===== src/rtl/uart_rx.sv =====
// 8N1 UART receiver: mid-bit sampling against a down-counter,
// one-entry valid/ready holding register, framing and overrun pulses.
module uart_rx #(
  parameter int clk_freq = 32000000,
  parameter int baudrate = 9600
) (
  input  logic       clk,
  input  logic       reset,
  input  logic       rx,
  output logic [7:0] rx_data,
  output logic       rx_valid,
  input  logic       rx_ready,
  output logic       frame_err,
  output logic       overrun,
  output logic       busy
);

  localparam int CPB  = clk_freq / baudrate;
  localparam int HALF = CPB / 2;
  localparam int CW   = $clog2(CPB);

  generate
    if (CPB < 4) begin : g_cpb_chk
      $error("uart_rx: clk_freq/baudrate must be >= 4");
    end
  endgenerate

  localparam logic [CW-1:0] C_FULL = CW'(CPB - 1);
  localparam logic [CW-1:0] C_HALF = CW'(HALF - 1);

  localparam logic [2:0] S_IDLE  = 3'd0;
  localparam logic [2:0] S_START = 3'd1;
  localparam logic [2:0] S_DATA  = 3'd2;
  localparam logic [2:0] S_STOP  = 3'd3;
  localparam logic [2:0] S_WAITH = 3'd4;

  logic [2:0]    r_state;
  logic          r_sync1;
  logic          r_sync2;
  logic [CW-1:0] r_cnt;
  logic [2:0]    r_idx;
  logic [7:0]    r_shreg;

  logic w_rx_s;
  logic w_tick;
  logic w_xfer;

  assign w_rx_s = r_sync2;
  assign w_tick = (r_cnt == '0);
  assign w_xfer = rx_valid & rx_ready;
  assign busy   = (r_state != S_IDLE);

  always_ff @(posedge clk or posedge reset) begin
    if (reset) begin
      r_state   <= S_IDLE;
      r_sync1   <= 1'b1;
      r_sync2   <= 1'b1;
      r_cnt     <= '0;
      r_idx     <= '0;
      r_shreg   <= '0;
      rx_data   <= '0;
      rx_valid  <= 1'b0;
      frame_err <= 1'b0;
      overrun   <= 1'b0;
    end else begin
      r_sync1   <= rx;
      r_sync2   <= r_sync1;
      frame_err <= 1'b0;
      overrun   <= 1'b0;
      // a load in the STOP branch below overrides this clear
      if (w_xfer) begin
        rx_valid <= 1'b0;
      end
      case (r_state)
        S_IDLE: begin
          if (!w_rx_s) begin
            r_cnt   <= C_HALF;
            r_state <= S_START;
          end
        end
        S_START: begin
          if (w_tick) begin
            if (!w_rx_s) begin
              r_cnt   <= C_FULL;
              r_idx   <= '0;
              r_state <= S_DATA;
            end else begin
              r_state <= S_IDLE;
            end
          end else begin
            r_cnt <= r_cnt - 1'b1;
          end
        end
        S_DATA: begin
          if (w_tick) begin
            r_shreg <= {w_rx_s, r_shreg[7:1]};
            r_cnt   <= C_FULL;
            r_idx   <= r_idx + 1'b1;
            if (r_idx == 3'd7) begin
              r_state <= S_STOP;
            end
          end else begin
            r_cnt <= r_cnt - 1'b1;
          end
        end
        S_STOP: begin
          if (w_tick) begin
            if (w_rx_s) begin
              r_state <= S_IDLE;
              if (!rx_valid || w_xfer) begin
                rx_data  <= r_shreg;
                rx_valid <= 1'b1;
              end else begin
                overrun <= 1'b1;
              end
            end else begin
              frame_err <= 1'b1;
              r_state   <= S_WAITH;
            end
          end else begin
            r_cnt <= r_cnt - 1'b1;
          end
        end
        S_WAITH: begin
          if (w_rx_s) begin
            r_state <= S_IDLE;
          end
        end
        default: r_state <= S_IDLE;
      endcase
    end
  end

endmodule


===== config.mk =====
export PLATFORM = sky130hd
export DESIGN_NAME = uart_rx
export DESIGN_NICKNAME = d
export VERILOG_FILES = /design/src/rtl/uart_rx.sv
export SDC_FILE = /design/constraint.sdc
export NUM_CORES = 1
export LEC_CHECK = 0
export CORE_MARGIN = 10
export CORE_UTILIZATION = 40
export DETAILED_ROUTE_END_ITERATION = 8
export GPL_ROUTABILITY_DRIVEN = 1
export PLACE_DENSITY_LB_ADDON = 0.15
export SLEW_MARGIN = 20
export SYNTH_ARGS = -nofsm -noshare
export SYNTH_HDL_FRONTEND = slang
export SYNTH_SLANG_ARGS = --single-unit

===== constraint.sdc =====
create_clock -name clk -period 2.2 [get_ports clk]
set_clock_uncertainty 0.2 [all_clocks]
set_input_delay 0.55 -clock clk [delete_from_list [all_inputs] [get_ports clk]]
set_output_delay 0.55 -clock clk [all_outputs]
set_load 0.01 [all_outputs]

======== Word level (Yosys, flattened, before mapping) ========
Cells that the tools add are included.
word-level totals
  register bits ........................... 39
  output and inout port bits .............. 12
  bits of input ports ..................... 4
  word-level logic and storage cells ...... 70
cells by class
  add/sub/neg operators ................... 2
  bitwise logic cells ..................... 1
  mux-type cells .......................... 31
  equal/unequal tests ..................... 14
  reduce and logical (&&, ||, !) cells .... 12
operator list
  cell                     count
  $mux W12                 5
  $pmux W12 S4             1
  $mux W3                  10
  $ne A2 B2 Y1 const B     8
  $pmux W3 S5              1
  $logic_not A12 Y1        1
  $mux W1                  12
  $reduce_and A4 Y1        3
  $sub A12 B1 Y12 const B  1
  $eq A3 B2 Y1 const B     2
  $eq A3 B3 Y1 const B     2
  $pmux W3 S2              1
  $reduce_and A6 Y1        1
  $reduce_bool A4 Y1       1
  $add A3 B1 Y3 const B    1
  $eq A3 B1 Y1 const B     1
  $logic_not A3 Y1         1
  $ne A3 B3 Y1 const B     1
  $reduce_bool A3 Y1       1
  $mux W2                  1
  $reduce_and A2 Y1        1
  $reduce_bool A2 Y1       1
  $and A1 B1 Y1            1
  $logic_not A1 Y1         1
  $logic_or A1 B1 Y1       1

======== Longest topological paths before layout ========
Gate-level depths: netlist (run 1).
  depth after elaboration ................. 6
  gate-level depth with buffers ........... 8
  gate-level depth less buffers ........... 7

======== Worst setup path before layout (run 1) ========
Ideal clock, no wire load.
  path type ............................... register -> register
  from .................................... reg r_cnt[0]
  to ...................................... reg r_shreg[0]
  stages on the path, launching flop included .. 8
  path slack .............................. -0.046 ns
  period minus slack after synthesis ...... 2.246 ns
  arrival time ............................ 1.921 ns
  cells stage by stage .................... dfrtp_1 > inv_1 > ha_1 > nor4b_4 > nand3_4 > or3_4 > buf_6 > mux2_4
on the way
  cells in the longest elaborated chain, start to end .. 2
RTL lines
  what                                RTL line  source
  from (decl)                         40        logic [CW-1:0] r_cnt;
  from (signal assigned)              91        r_cnt <= r_cnt - 1'b1;
  from (signal assigned)              103       r_cnt <= r_cnt - 1'b1;
  from (signal assigned)              121       r_cnt <= r_cnt - 1'b1;
  $logic_not A12 Y1                   49        assign w_tick = (r_cnt == '0);
  $reduce_and A2 Y1 (no source line)  --
  to (signal assigned)                96        r_shreg <= {w_rx_s, r_shreg[7:1]};
  to (decl)                           42        logic [7:0] r_shreg;
No other way between the ends.
A chain may end at the register's enable or synchronous reset.

======== Worst setup path after layout (run 1) ========
  from .................................... reg r_state[1]
  to ...................................... reg r_cnt[6]
on the way
  cells in the longest elaborated chain, start to end .. 3
  elaborated cells on any way between the ends .. 10
RTL lines
  what                                                         RTL line  source
  from (decl)                                                  37        logic [2:0] r_state;
  from (signal assigned)                                       55        r_state <= S_IDLE;
  from (signal assigned)                                       78        r_state <= S_START;
  from (signal assigned)                                       86        r_state <= S_DATA;
  $eq A3 B1 Y1, or another cell as far along                   74        case (r_state)
  $ne A3 B3 Y1 (no source line), or another cell as far along  --
  $reduce_and A4 Y1 (no source line)                           --
Several ways; a longest one is shown, not always the timed one.

==> results of run 1 <==
[power by group through the flow]
stage,registers (uW),clock network (uW),logic [uW]
2_1_floorplan,735,0,12.2
4_1_cts,722,614,26.3
6_report,723,598,25.5
5_1_grt,723,651,28.8
3_5_place_dp,736,0,26.1
3_3_place_gp,736,0,25.5
[worst max-delay path: stages, from the launching register on]
cell and delay [ns]:
dfrtp_2 0.43, buf_4 0.18, nand2_1 0.17, a21boi_0 0.31, o21ai_2 0.12, buf_12 0.16
or2_2 0.32, o31ai_1 0.21
[cell usage after synthesis, drive strengths merged]
master and number:
a21o 2, o22a 3, clkbuf 3, nor3b 1, nand2b 5, o221ai 1, and3 4, a21boi 1
xor2 1, nand4 2, a22o 1, nor4b 1, ha 4, or2 1, dfrtp 37, buf 3
a31oi 5, nor3 4, inv 10, a21oi 12, nand3 4, nand3b 1, nor4 3, o2bb2ai 2
o21bai 1, o31ai 4, o31a 1, o22ai 3, dfstp 2, a311o 1, nor2 9, a2bb2oi 1
or3 1, mux2 17, o21ai 9, nand2 15
[how the worst min path moves through the flow]
stage                     slack [ns]  cells after the start                end         startpoint
final                           0.16                      0  r_sync2$_DFF_PP1_  r_sync1$_DFF_PP1_
after global routing            0.16                      0  r_sync2$_DFF_PP1_  r_sync1$_DFF_PP1_
after CTS                       0.16                      0  r_sync2$_DFF_PP1_  r_sync1$_DFF_PP1_
after detailed placement        0.15                      0  r_sync2$_DFF_PP1_  r_sync1$_DFF_PP1_
after global placement          0.15                      0  r_sync2$_DFF_PP1_  r_sync1$_DFF_PP1_
after floorplan                 0.15                      0  r_sync2$_DFF_PP1_  r_sync1$_DFF_PP1_
[area by class of cell]
type | instances | area share, %
Timing Repair Buffer | 36 | 13.60
Tap cell | 67 | 3.363
Clock inverter | 3 | 1.757
Multi-Input combinational cell | 120 | 37.60
Sequential cell | 39 | 39.41
Clock buffer | 5 | 2.761
Inverter | 10 | 1.506
[cells by family after synthesis]
group	after synthesis	share of synthesized area (%)
fa+ha+maj	4	2.572
flops	39	50.29
mux	17	11.19
compound gates	47	15.82
xor+xnor	1	0.4502
buf+inv	16	3.601
simple gates	51	16.08
[placed cells by master, fill, tap and decap left out, types with 2 or more instances in the layout]
| cell | instances |
|---|---|
| clkbuf_8 | 5 |
| buf_12 | 2 |
| o22a_1 | 3 |
| a21o_1 | 2 |
| o21ai_0 | 5 |
| dfrtp_1 | 34 |
| and3_1 | 3 |
| ha_1 | 4 |
| mux2_2 | 10 |
| a21oi_1 | 12 |
| nor3_1 | 3 |
| mux2_4 | 7 |
| clkdlybuf4s50_1 | 14 |
| inv_1 | 9 |
| dfstp_2 | 2 |
| a31oi_1 | 3 |
| o2bb2ai_1 | 2 |
| buf_4 | 18 |
| nor2_1 | 8 |
| nand2_1 | 15 |
| o31ai_1 | 4 |
| nand2b_1 | 5 |
| nand3_1 | 3 |
| o22ai_1 | 3 |
| nor4_1 | 2 |
| o21ai_1 | 3 |
| dfrtp_2 | 3 |
[timing repair]
action / 4_1_cts / 5_1_grt
resized for setup: 4 / 8
buffers inserted: 2 / 1
endpoints found under the hold margin: 0 / 0
endpoints found under the setup margin: 1 / 13
pin swaps: 0 / 1
hold buffers: 0 / 0
[per-stage QoR]
step                      setup WS (ns)  TNS (ns)
after detailed placement        0.02480         0
after floorplan                 0.01621         0
final                          0.005080         0
after global placement          0.07084         0
after CTS                       0.01893         0
after global routing           -0.06927   -0.1441
[layer usage]
layer / wire, um / track usage [%] / vias up
met5: 0 / 0 / -
met4: 60 / 4.447 / 0
met3: 152 / 2.660 / 7
met2: 2111 / 17.01 / 25
met1: 2014 / 13.05 / 751
li1: - / - / 711
[sequential cells by signal, indices dropped and copies added (netlist names)]
signal	cells
r_cnt	12
r_shreg	8
rx_data	8
r_idx	3
r_state	3
frame_err	1
overrun	1
r_sync1	1
r_sync2	1
rx_valid	1
==> flow_summary.json, run 1 <==
{
  "syn_avg_cell_area_um2": 11.12,
  "ys_seq_area_share_pct": 50.29,
  "multiInputGateArea_um2": 937.1,
  "hold_viol": 0,
  "routed_wl_um": 4338,
  "crit_fanout": 19,
  "combPwrFrac_pct": 1.9,
  "ys_warn_count": 0,
  "grt_pass1_vias": 1528,
  "holdWs_ns": 0.1555,
  "slew_violations": 0,
  "synthDominantCellAreaShare_pct": 47.59,
  "ys_top_cells_by_area": "dfrtp_1 48%, mux2_2 5.8%, mux2_4 5.4%",
  "postLayoutCoreUtil_pct": 52.77,
  "antenna_found_initial": 0,
  "die_area_um2": 8053,
  "reg2reg_to": "r_cnt[6]$_DFFE_PP0P_",
  "final_area_um2": 2492,
  "fin_cells": 280,
  "root_buffer": "clkbuf_8",
  "drive_gt1_share_pct": 30.52,
  "max-clock-path-buffers": 2,
  "cts_sinks": 39,
  "p_per_area_nw_per_um2": 540.1,
  "fin_crit_sh_pct": 99.77,
  "finalCriticalPeriod_ns": 2.195,
  "timing.rr.start": "r_state[1]$_DFFE_PP0P_",
  "ir_drop_v": 0.0002833,
  "cts_tree": "built",
  "grt_overflow": 0,
  "power_switching_uw": 279.6,
  "grt_pass1_wl_um": 7224,
  "relSlewSlack_pct": 62.62,
  "drt-pass1-iter-count": 4,
  "tightestPinTransition_ns": 0.5570,
  "crit_end": "r_cnt[6]$_DFFE_PP0P_",
  "hold_path_class": "reg -> reg",
  "numPortBuffers": 15,
  "critPathCaptureType": "flop",
  "synth.largest_area_cell": "dfrtp_1",
  "synth-seq-cells": 39,
  "dp_hpwl_um": 3077,
  "startpoint": "r_state[1]$_DFFE_PP0P_",
  "syn_to_final_growth_pct": 28.10,
  "die_w_um": 89.74,
  "leakage_uw": 0.001084,
  "clkPwrFrac_pct": 44.4,
  "max_freq_mhz": 455.6,
  "grtUsageTotal_pct": 10.56,
  "n_antenna_cell": 0,
  "start_util_pct": 41.19,
  "clk_latency_ns": 0.29,
  "grt_max_degree": 40,
  "intPower_uw": 1067,
  "cp.required_ns": 2.20,
  "start_kind": "flop",
  "synth_nets": 183,
  "clock_tree.htree_level_count": 2,
  "wl_per_cell_um": 15.49,
  "gp_congestion": 0.8786,
  "status": "finished, final reports clean",
  "synthCells": 175,
  "fp-row-count": 25,
  "via_per_inst": 5.336,
  "crit_type": "reg -> reg",
  "vias": 1494,
  "setup_viol": 0,
  "core-area_um2": 4723,
  "placed_area_um2": 2307,
  "grt_setup_unrepaired": "true",
  "syn_area_um2": 1946,
  "drcViolationCount": 0,
  "dp_cells": 269,
  "ff2ff_setup_slack_ns": 0.005,
  "fillCellCount": 418,
  "ys_types": 44,
  "regArea_um2": 982.2,
  "p_seq_share_pct": 53.7,
  "clk_transition_reported_paths_ns": 0.08,
  "cap_violations": 0,
  "swShare_pct": 20.77,
  "reg2reg_depth": 7,
  "drt_iter0_drc": 164,
  "worstPathArrival_ns": 2.19,
  "ant_nets": 0,
  "fp.dieH_um": 89.74,
  "cts_buffers": 5,
  "io_pins": 16,
  "nNetsFinal": 220,
  "finalPower_uw": 1346
}
(Power assumes the default switching activity.)
==> run 2, diff against run 1 <==
--- a/config.mk
+++ b/config.mk
@@ -8,6 +8,7 @@
 export CORE_MARGIN = 10
 export CORE_UTILIZATION = 40
 export DETAILED_ROUTE_END_ITERATION = 8
+export DONT_BUFFER_PORTS = 1
 export GPL_ROUTABILITY_DRIVEN = 1
 export PLACE_DENSITY_LB_ADDON = 0.15
 export SLEW_MARGIN = 20
==> run 2 against run 1 <==
Register-to-register slack better by 0.02 ns. Non-clock buffer count is 10 lower. Count of clock-buffer cells in the layout stayed put. Cell area is 5.5% lower. Hold slack worse by 0.11 ns. Maximum frequency is 1.0% higher. Via count is 1.5% lower. Combinational power is 32% lower. Highest routed layer unchanged. Sequential share of layout area is 2.1 points higher. Flip-flop and latch count stayed put. Critical endpoint is now r_shreg[1]$_DFFE_PP0P_. Sequential power hardly changed. Clock power is 1% higher.
==> flow_summary.json, run 2 (same netlist as run 1, synthesis figures left out) <==
{
  "clock_tree.htree_level_count": 2,
  "fin_setup_tns_ns": 0,
  "slew_violations": 0,
  "relSlewSlack_pct": 63.60,
  "met2_length_um": 2145,
  "cts_sinks": 39,
  "dp_hpwl_um": 2968,
  "slowest_delay_ns": 0.47,
  "regMostFlops": "r_cnt",
  "vias": 1472,
  "status": "finished, final reports clean",
  "crit_type": "reg -> reg",
  "top_regs": "r_cnt: 12 flops, r_shreg: 8 flops, rx_data: 8 flops",
  "grt_pass1_wl_um": 7155,
  "antenna_found_initial": 0,
  "cp_top_family": "simple AND/OR/NAND/NOR gates",
  "ir_drop_v": 0.0002176,
  "postLayoutCoreUtil_pct": 49.88,
  "drt_iter0_drc": 148,
  "largest_reg_flops": 12,
  "wl_per_cell_um": 15.89,
  "final_common_cell": "dfrtp_1",
  "p_per_area_nw_per_um2": 570.9,
  "tightestPinTransition_ns": 0.5423,
  "n_antenna_cell": 0,
  "finalCriticalPeriod_ns": 2.173,
  "wl_met3_um": 160,
  "top_layer": "met4",
  "grt_pass1_vias": 1426,
  "cp.required_ns": 2.18,
  "fillCellCount": 447,
  "root_buffer": "clkbuf_8",
  "core-area_um2": 4723,
  "hold_path_class": "in -> async",
  "die_w_um": 89.74,
  "syn_to_final_growth_pct": 21.09,
  "start_util_pct": 41.19,
  "finalPower_uw": 1345,
  "drt-pass1-iter-count": 4,
  "clk_latency_ns": 0.29,
  "setup_viol": 0,
  "drcViolationCount": 0,
  "clk_transition_reported_paths_ns": 0.08,
  "cap_violations": 0,
  "most-common-layout-cells": "37 x dfrtp_1, 24 x buf_4, 15 x nand2_1",
  "grt_overflow": 0,
  "cts_tree": "built",
  "hold_viol": 0,
  "path_buf_inv": 2,
  "max-clock-path-buffers": 2,
  "crit_chain": "inv_2, ha_4, nor4b_4, buf_4, nand3_4, or3_4, mux2_4",
  "hold_buffers": 0,
  "via_per_inst": 5.432,
  "gp_congestion": 0.8552,
  "slowest_stage": "or3_4",
  "io_pins": 16,
  "routed_wl_um": 4305,
  "critPathCaptureType": "flop",
  "m1WireLength_um": 1948,
  "numPortBuffers": 0,
  "max_freq_mhz": 460.3,
  "nNetsFinal": 211,
  "leakage_uw": 0.001058,
  "fin_crit_sh_pct": 98.75,
  "grt_max_degree": 40,
  "crit_fanout": 6,
  "drive_gt1_share_pct": 32.84,
  "grtUsageTotal_pct": 10.55,
  "start_kind": "flop",
  "die_area_um2": 8053,
  "cts_buffers": 5,
  "grt_setup_unrepaired": "true",
  "fp-row-count": 25,
  "fp.dieH_um": 89.74,
  "worstPathArrival_ns": 2.15,
  "ant_nets": 0
}
==> run 2: routing by layer <==
| metal | GRT usage (%) | vias to the layer above |
|---|---|---|
| met4 | 3.369 | 0 |
| met3 | 3.159 | 6 |
| met1 | 13.08 | 747 |
| met2 | 17.07 | 25 |
| met5 | 0 | - |
| li1 | - | 694 |
==> run 2: layout make-up <==
cell class / instances / area (um2) / area share, %
Inverter: 10 / 37.54 / 1.593
Tap cell: 67 / 83.83 / 3.558
Clock inverter: 3 / 43.79 / 1.859
Clock buffer: 5 / 68.82 / 2.921
Multi-Input combinational cell: 121 / 940.9 / 39.94
Sequential cell: 39 / 978.4 / 41.53
Timing Repair Buffer: 26 / 202.7 / 8.603
==> run 2: final timing paths <==
path	depth (start not counted)	slack, ns	endpoint	start
min in group clk	0	0.05	r_sync1$_DFF_PP1_	rx
min	2	0.05	r_cnt[10]$_DFFE_PP0P_	reset
max	7	0.03	r_shreg[1]$_DFFE_PP0P_	r_cnt[0]$_DFFE_PP0P_
max in group asynchronous	2	1.38	r_sync1$_DFF_PP1_	reset
max reg2reg	7	0.03	r_shreg[1]$_DFFE_PP0P_	r_cnt[0]$_DFFE_PP0P_
min reg2reg	0	0.16	r_sync2$_DFF_PP1_	r_sync1$_DFF_PP1_
==> run 2: per-stage QoR <==
| step | instance area (um2) | instances | hold slack, ns | worst slack, ns |
|---|---|---|---|---|
| after floorplan | 1946 | 175 | 0.1452 | 0.01621 |
| after global placement | 2140 | 255 | 0.1484 | 0.1015 |
| after detailed placement | 2140 | 255 | 0.1500 | 0.04719 |
| after CTS | 2252 | 263 | 0.03908 | 0.02375 |
| after global routing | 2356 | 271 | 0.02942 | -0.04388 |
| final | 2356 | 271 | 0.04961 | 0.02743 |
==> run 2: worst reg2reg max path, stage by stage (launching register included) <==
cell and delay [ns]:
dfrtp_1 0.40, inv_2 0.09, ha_4 0.13, nor4b_4 0.19, buf_4 0.19, nand3_4 0.08, or3_4 0.47, mux2_4 0.32
==> run 2: report_power, final <==
group          switching [uW]  internal, uW  leakage (uW)
combinational            15.1          2.14      0.000492
clock                     268           338     0.0000581
sequential               2.72           720      0.000507
total                     286          1060       0.00106
==> run 2: timing repair <==
item	CTS	global route
buffers inserted	0	7
setup endpoints to repair	0	29
resized for setup	0	10
==> run 3, diff against run 2 <==
--- a/config.mk
+++ b/config.mk
@@ -7,6 +7,7 @@
 export LEC_CHECK = 0
 export CORE_MARGIN = 10
 export CORE_UTILIZATION = 40
+export CTS_BUF_LIST = sky130_fd_sc_hd__clkbuf_16
 export DETAILED_ROUTE_END_ITERATION = 8
 export DONT_BUFFER_PORTS = 1
 export GPL_ROUTABILITY_DRIVEN = 1
==> run 3 against run 2 <==
Hold slack better by 0.013 ns. Critical endpoint unchanged. Critical path type unchanged. Flip-flop and latch count unchanged. Sequential power about the same. First-iteration DRC count down 24%. Utilization up 1.2 points. Global-route usage about the same. Cell count unchanged. Sequential share of layout area down 0.97 points. Via count about the same. Largest power group is now the clock network. Die area unchanged. Total power up 16%.
==> flow_summary.json, run 3 (same netlist as run 1, synthesis figures left out) <==
{
  "relSlewSlack_pct": 62.19,
  "start_kind": "flop",
  "fp-row-count": 25,
  "clock_tree.htree_level_count": 2,
  "vias": 1471,
  "grt_max_degree": 40,
  "nNetsFinal": 211,
  "timing.rr.start": "r_cnt[0]$_DFFE_PP0P_",
  "io_pins": 16,
  "holdWs_ns": 0.06301,
  "grt_setup_unrepaired": "true",
  "whs_path_depth": 0,
  "postLayoutCoreUtil_pct": 51.07,
  "core-area_um2": 4723,
  "finalCriticalPeriod_ns": 2.171,
  "reg2reg_depth": 7,
  "hp-start": "rx",
  "antenna_found_initial": 0,
  "via_per_inst": 5.428,
  "most-common-layout-cells": "37 x dfrtp_1, 24 x buf_4, 15 x nand2_1",
  "cp.required_ns": 2.16,
  "critPathCaptureType": "flop",
  "reg2reg_to": "r_shreg[1]$_DFFE_PP0P_",
  "finalWorstSetupSlack_ns": 0.02862,
  "regMostFlops": "r_cnt",
  "max-clock-path-buffers": 2,
  "cts_sinks": 39,
  "cap_violations": 0,
  "fin_setup_tns_ns": 0,
  "die_w_um": 89.74,
  "clk_transition_reported_paths_ns": 0.06,
  "crit_type": "reg -> reg",
  "drt-pass1-iter-count": 4,
  "largest_reg_flops": 12,
  "root_buffer": "clkbuf_16",
  "min_to": "r_sync1$_DFF_PP1_",
  "drcViolationCount": 0,
  "grt_pass1_wl_um": 7189,
  "wl_per_cell_um": 15.92,
  "setup_viol": 0,
  "numPortBuffers": 0,
  "p_per_area_nw_per_um2": 649.4,
  "syn_to_final_growth_pct": 23.99,
  "pre_cts_slack_ns": 0.04719,
  "grt_overflow": 0,
  "routed_wl_um": 4315,
  "top_regs": "r_cnt: 12 flops, r_shreg: 8 flops, rx_data: 8 flops",
  "cts_tree": "built",
  "gp_congestion": 0.8552,
  "crit_fanout": 6,
  "tightestPinTransition_ns": 0.5633,
  "fin_crit_sh_pct": 98.70,
  "hold_path_class": "in -> reg",
  "die_area_um2": 8053,
  "cts_buffers": 5,
  "ir_drop_v": 0.0002667,
  "status": "finished, final reports clean",
  "hold_buffers": 0,
  "fp.dieH_um": 89.74,
  "final_common_cell": "dfrtp_1",
  "drt_iter0_drc": 112,
  "grt_pass1_vias": 1455,
  "max_freq_mhz": 460.5,
  "drive_gt1_share_pct": 32.84,
  "clk_latency_ns": 0.28,
  "fillCellCount": 447,
  "n_antenna_cell": 0,
  "ff2ff_setup_slack_ns": 0.03,
  "grtUsageTotal_pct": 10.59,
  "ant_nets": 0,
  "dp_hpwl_um": 2968,
  "leakage_uw": 0.001083,
  "hold_viol": 0,
  "worstPathArrival_ns": 2.13,
  "slew_violations": 0,
  "start_util_pct": 41.19
}
==> run 3: cell counts in the layout (fill, tap and decap cells not counted) <==
No cell type changed its count.
==> run 3: power by group <==
part	switching, uW	leakage (uW)	total (uW)	internal [uW]
clock network	291	0.0000838	826	535
registers	2.68	0.000507	723	721
logic	15.1	0.000492	17.3	2.14
==> run 3: per-stage QoR <==
step           total power (uW)  cell area [um2]  instances
2_1_floorplan             747.5             1946        175
3_3_place_gp              754.3             2140        255
3_5_place_dp              754.8             2140        255
4_1_cts                    1578             2308        263
5_1_grt                    1621             2412        271
6_report                   1567             2412        271
==> run 3: per-layer routing <==
layer | global-route usage, % | wire (um)
met4 | 3.774 | 39
met1 | 12.93 | 1945
met3 | 2.660 | 190
met5 | 0 | 0
met2 | 17.55 | 2139
==> run 3: worst max-delay path, stage by stage (launching register included) <==
cell and delay, ns:
dfrtp_1 0.39, inv_2 0.09, ha_4 0.13, nor4b_4 0.19
buf_4 0.19, nand3_4 0.09, or3_4 0.46, mux2_4 0.31
==> run 3: how the worst max path moves through the flow <==
stage | startpoint | to | slack [ns] | cells past startpoint
after detailed placement | r_cnt[0]$_DFFE_PP0P_ | r_shreg[5]$_DFFE_PP0P_ | 0.05 | 7
after CTS | r_cnt[0]$_DFFE_PP0P_ | r_shreg[1]$_DFFE_PP0P_ | 0.03 | 7
after floorplan | r_cnt[0]$_DFFE_PP0P_ | r_shreg[0]$_DFFE_PP0P_ | 0.02 | 7
final | r_cnt[0]$_DFFE_PP0P_ | r_shreg[1]$_DFFE_PP0P_ | 0.03 | 7
after global routing | r_cnt[0]$_DFFE_PP0P_ | r_shreg[1]$_DFFE_PP0P_ | -0.04 | 7
after global placement | r_cnt[0]$_DFFE_PP0P_ | r_shreg[1]$_DFFE_PP0P_ | 0.10 | 7
==> run 3: area by class of cell <==
| cell class | count | area (um2) | area share, % |
|---|---|---|---|
| clock buffer | 5 | 125.1 | 5.187 |
| clock inverter | 3 | 43.79 | 1.815 |
| inverter | 10 | 37.54 | 1.556 |
| multi-input combinational | 121 | 940.9 | 39.00 |
| sequential | 39 | 978.4 | 40.56 |
| tap | 67 | 83.83 | 3.475 |
| timing repair buffer | 26 | 202.7 | 8.402 |
==> run 3: repair_timing <==
action / in CTS / in global routing
setup endpoints to repair: 0 / 29
buffers inserted: 0 / 7
gates resized for setup: 0 / 10
